[config.mk]
export PLATFORM = sky130hd
export DESIGN_NAME = onehot_step_decoder
export DESIGN_NICKNAME = d
export VERILOG_FILES = /design/src/rtl/onehot_pkg.sv /design/src/rtl/onehot_code_gen.sv /design/src/rtl/onehot_step_decoder.sv
export SDC_FILE = /design/constraint.sdc
export NUM_CORES = 1
export LEC_CHECK = 0
export CAP_MARGIN = 20
export CORE_MARGIN = 3
export CORE_UTILIZATION = 46
export DETAILED_ROUTE_END_ITERATION = 10
export PLACE_DENSITY = 0.8
export SLEW_MARGIN = 10
export SYNTH_ARGS = -nofsm -noshare
export SYNTH_HDL_FRONTEND = slang
export SYNTH_SLANG_ARGS = --single-unit
[constraint.sdc]
create_clock -name clk_i -period 2.56 [get_ports clk_i]
set_input_delay 0.64 -clock clk_i [delete_from_list [all_inputs] [get_ports clk_i]]
set_output_delay 0.64 -clock clk_i [all_outputs]
set_load 0.03 [all_outputs]
[src/rtl/onehot_pkg.sv]
// Shared encodings for the one-hot/thermometer/one-cold decoder family.
package onehot_pkg;

  localparam logic [1:0] MODE_ONEHOT  = 2'd0;
  localparam logic [1:0] MODE_THERM   = 2'd1;
  localparam logic [1:0] MODE_ONECOLD = 2'd2;

  typedef enum logic {
    ST_EMPTY = 1'b0,
    ST_FULL  = 1'b1
  } state_e;

endpackage

[src/rtl/onehot_code_gen.sv]
// Combinational (index, mode) -> COUNT-bit code; out-of-range indices give all 0 (one-cold: all 1).
module onehot_code_gen
  import onehot_pkg::*;
#(
  parameter int unsigned N     = 4,
  parameter int unsigned COUNT = 2 ** N
) (
  input  logic [N-1:0]     index_i,
  input  logic [1:0]       mode_i,
  output logic [COUNT-1:0] code_o
);

  logic             in_range;
  logic [COUNT-1:0] hot;
  logic [COUNT-1:0] therm;

  assign in_range = {1'b0, index_i} < (N+1)'(COUNT);

  always_comb begin
    hot   = '0;
    therm = '0;
    for (int unsigned i = 0; i < COUNT; i++) begin
      hot[i]   = (index_i == N'(i));
      therm[i] = in_range && (index_i >= N'(i));
    end
  end

  // Reserved mode 3 falls through to one-hot.
  always_comb begin
    case (mode_i)
      MODE_THERM:   code_o = therm;
      MODE_ONECOLD: code_o = ~hot;
      default:      code_o = hot;
    endcase
  end

endmodule

[src/rtl/onehot_step_decoder.sv]
// Registered, valid/ready index -> code decoder with auto up/down stepping and wrap-around.
module onehot_step_decoder
  import onehot_pkg::*;
#(
  parameter int unsigned N     = 4,
  parameter int unsigned COUNT = 2 ** N
) (
  input  logic             clk_i,
  input  logic             rst_i,
  input  logic             in_valid_i,
  output logic             in_ready_o,
  input  logic [N-1:0]     in_index_i,
  input  logic [1:0]       in_mode_i,
  input  logic             step_i,
  input  logic             step_dir_i,
  output logic             out_valid_o,
  input  logic             out_ready_i,
  output logic [COUNT-1:0] out_code_o,
  output logic [N-1:0]     out_index_o,
  output logic             wrap_o,
  output logic             err_o
);

  localparam logic [N-1:0] LastIdx = N'(COUNT - 1);
  localparam logic [N:0]   CountW  = (N+1)'(COUNT);

  state_e           state_q, state_d;
  logic [N-1:0]     index_q, index_d;
  logic [1:0]       mode_q, mode_d;
  logic [COUNT-1:0] code_q, gen_code;
  logic             wrap_q, wrap_d;
  logic             err_q, err_d;
  logic             code_upd;
  logic             load;
  logic             consume;
  logic             idx_oor;

  assign in_ready_o = !rst_i && ((state_q == ST_EMPTY) || out_ready_i);
  assign load       = in_valid_i && in_ready_o;
  assign consume    = (state_q == ST_FULL) && out_ready_i;
  assign idx_oor    = {1'b0, index_q} >= CountW;

  onehot_code_gen #(
    .N     (N),
    .COUNT (COUNT)
  ) u_code_gen (
    .index_i (index_d),
    .mode_i  (mode_d),
    .code_o  (gen_code)
  );

  // Priority on consume: load > step > drain. Code only changes on load or step so it
  // keeps its last value while empty.
  always_comb begin
    state_d  = state_q;
    index_d  = index_q;
    mode_d   = mode_q;
    wrap_d   = 1'b0;
    err_d    = 1'b0;
    code_upd = 1'b0;
    if (load) begin
      state_d  = ST_FULL;
      index_d  = in_index_i;
      mode_d   = in_mode_i;
      err_d    = {1'b0, in_index_i} >= CountW;
      code_upd = 1'b1;
    end else if (consume) begin
      if (step_i) begin
        code_upd = 1'b1;
        if (!step_dir_i) begin
          if (index_q >= LastIdx) begin
            index_d = '0;
            wrap_d  = 1'b1;
          end else begin
            index_d = index_q + N'(1);
          end
        end else if ((index_q == '0) || idx_oor) begin
          index_d = LastIdx;
          wrap_d  = 1'b1;
        end else begin
          index_d = index_q - N'(1);
        end
      end else begin
        state_d = ST_EMPTY;
      end
    end
  end

  always_ff @(posedge clk_i or posedge rst_i) begin
    if (rst_i) begin
      state_q <= ST_EMPTY;
      index_q <= '0;
      mode_q  <= MODE_ONEHOT;
      code_q  <= '0;
      wrap_q  <= 1'b0;
      err_q   <= 1'b0;
    end else begin
      state_q <= state_d;
      index_q <= index_d;
      mode_q  <= mode_d;
      wrap_q  <= wrap_d;
      err_q   <= err_d;
      if (code_upd) begin
        code_q <= gen_code;
      end
    end
  end

  assign out_valid_o = (state_q == ST_FULL);
  assign out_code_o  = code_q;
  assign out_index_o = index_q;
  assign wrap_o      = wrap_q;
  assign err_o       = err_q;

endmodule

==> results <==
==> critical path, delay by kind of cell (launching register included) <==
family | cells | cell delay [ps]
and+or+nand+nor | 1 | 80
AOI/OAI and AO/OA | 4 | 970
buffers and inverters | 2 | 280
DFF | 1 | 450
muxes | 2 | 400
adders and majority gates | 1 | 170
==> sequential cells by signal (all words and copies together) (netlist names) <==
register     flops
out_index_o      4
wrap_o           1
mode_q           2
out_code_o      16
out_valid_o      1
==> cell families after synthesis <==
| kind of cell | share of synthesized area [%] |
|---|---|
| AO/OA/AOI/OAI | 32.9 |
| AND/OR/NAND/NOR | 17.5 |
| flip-flops | 35.0 |
| buffers and inverters | 6.48 |
| multiplexers | 3.79 |
| adder cells (fa/ha/maj) | 3.64 |
| other | 0.218 |
| XOR/XNOR | 0.510 |
==> layer usage <==
metal | vias up | track usage [%]
met4 | 0 | 11.9
li1 | 897 | -
met3 | 20 | 2.70
met5 | - | 0
met1 | 941 | 32.6
met2 | 85 | 40.6
==> repair_timing <==
item	in CTS	in global routing
endpoints found under the setup margin	15	16
resized for setup	16	14
pin swaps	5	3
hold buffers	0	0
setup buffers	3	4
cloned	0	1
==> worst min-delay path by stage <==
stage                        start        endpoint  slack, ps  cells past startpoint
floorplan                mode_q[1]       mode_q[1]        480                      2
global placement    out_code_o[14]  out_code_o[14]        460                      2
detailed placement   out_code_o[3]   out_code_o[3]        480                      2
CTS                  out_code_o[3]   out_code_o[3]        500                      2
global route         out_code_o[3]   out_code_o[3]        540                      2
finish               out_code_o[3]   out_code_o[3]        500                      2
==> area by class of cell <==
class	instances	area share [%]
clock buffer	3	1.54
clock inverter	1	1.12
inverter	8	1.12
multi-input combinational	150	42.5
sequential	24	22.4
tap	46	2.14
timing repair buffer	92	29.2
==> power breakdown <==
part | switching [mW] | total, mW | internal, mW
Clock | 0.126 | 0.335 | 0.209
Combinational | 0.942 | 1.75 | 0.806
Sequential | 0.102 | 0.615 | 0.512
Total | 1.17 | 2.70 | 1.53
==> placed cells by master (no fill, tap or decap), types with 5 or more instances in the layout <==
| cell | Yosys | layout |
|---|---|---|
| a31oi_1 | 7 | 7 |
| o21ai_0 | 11 | 10 |
| a21oi_2 | 2 | 5 |
| nor2_1 | 12 | 11 |
| inv_1 | 7 | 6 |
| buf_4 | 4 | 58 |
| nand2_1 | 16 | 15 |
| nand3_1 | 8 | 8 |
| dfrtp_1 | 24 | 23 |
| a21oi_1 | 16 | 13 |
| clkdlybuf4s50_1 | 0 | 28 |
==> run metrics <==
Finished Core Util between 70% and 80%; final instance area between 2000 and 3000 um2; Routed WL per cell roughly 17 um; highest routed layer met4; min-delay worst type reg -> reg; Post-DP HPWL about 3.6 mm; terminus of the critical flop-to-flop path out_code_o[15]; PortBufs 34; predominant post-synthesis flop cell dfrtp_1; met3 WL roughly 260 um; fraction of layout cells with a size suffix above 1 around a third; first-pass GRT wire length around 8.7 mm; RR Startpoint out_index_o[0]; r2r setup slk ~95 ps; Clock Skew 2.47 ps; pre-CTS setup slack -537 ps; core footprint roughly 3500 um2; gpl congestion about 0.88; period utilization 96.3%; Nets 296; Sequential Area 602 um2; initial antenna violation count 0; Initial DRT Pass Iterations 4; CTS sink count 24; clk buf depth 2; Max Fclk roughly 400 MHz; Multi-input gate area around 1100 um2; wire length on met1 between 2 and 2.5 mm; most common cell in the netlist dfrtp_1; CP required roughly 2700 ps; worst vdd ir between 0.0005 and 0.0006 V; Root Buffer clkbuf_8; WL met2 approximately 2.8 mm; clock insertion delay at the later pin of the skew report 270 ps; clock input transition at the sequential cells of the worst setup and hold paths 90 ps; Fin Hold WS 497 ps; Distinct cells, synth 56; vias per cell around 6.0; Power Total between 2 and 3 mW; Iter 0 DRT Violations between 100 and 150; routed vias 1,943; Yosys top cell area share 35.0%; largest net degree at the start of global routing 25; critical setup path kind reg -> reg; critical path endpoint out_code_o[15]; YS warnings 0; largest cells by area after synthesis dfrtp_1 (35%), a21oi_1 (4.7%), ha_1 (3.6%); post-synth top area cell dfrtp_1; CP max stage delay 450 ps; Worst path most repeated cell o311ai_2; Cell Area, Synth between 1500 and 2000 um2; fillers 230; die width between 60 and 70 um; relative slew slack between 60% and 70%; sequential share of the synthesized area between 30% and 40%; Die Y around 67 um; Cell Pwr Density approximately 1000 nW/um2; LEAKAGE approximately 1.2 nW; Critical Path Source out_index_o[0]; Setup-failing EPs final 0; Total GRT Usage 24.9%; CTS tree done; Max Slew Vio Count 0; # DRC 0; FF-to-FF path depth 10; row count 21; Cell Area, Placed ~2400 um2; slack of the critical path around 95 ps; CP startpoint kind register; cell count after synthesis 194; min Tclk post-route around 2500 ps; Die ar. between 4000 and 5000 um2; Initial Utilization between 40% and 50%; vias in the first global route about 1,900; status complete, no violations; Seq cells post-synth 24; syn nets 211; maxcap violations 0; final hold vios 0; Routed WL between 5 and 6 mm; capturing element type of the critical path register; worst-margin pin slew about 500 ps; Slowest-stage cell, CP dfrtp_2; crit-path max FO 7; P&R area growth vs syn 56.3%; cell count after placement approximately 310; crit-path cells inv_1 > ha_1 > o21ba_1 > o311ai_2 > o311ai_2 > a21oi_4 > buf_4 > nand3_1 > mux2i_1 > mux2_2; Antenna Cells 0; number of enable-type register cells in the synthesized netlist 0; top cells by count, synth dfrtp_1 (24), a21oi_1 (16), nand2_1 (16), nor2_1 (12), o21ai_0 (11); total gr overflow 0; Num CTS Buffers 3; htree depth 1; Post-Syn Area per Cell 8.86 um2; io pins 36; Crit path arrival time 2630 ps; Final TNS setup 0 ps; post-route ant nets 0; ys async rst share between 90% and 100%; non-filler cells, final between 300 and 400
Power figures use the tool's default switching activity.
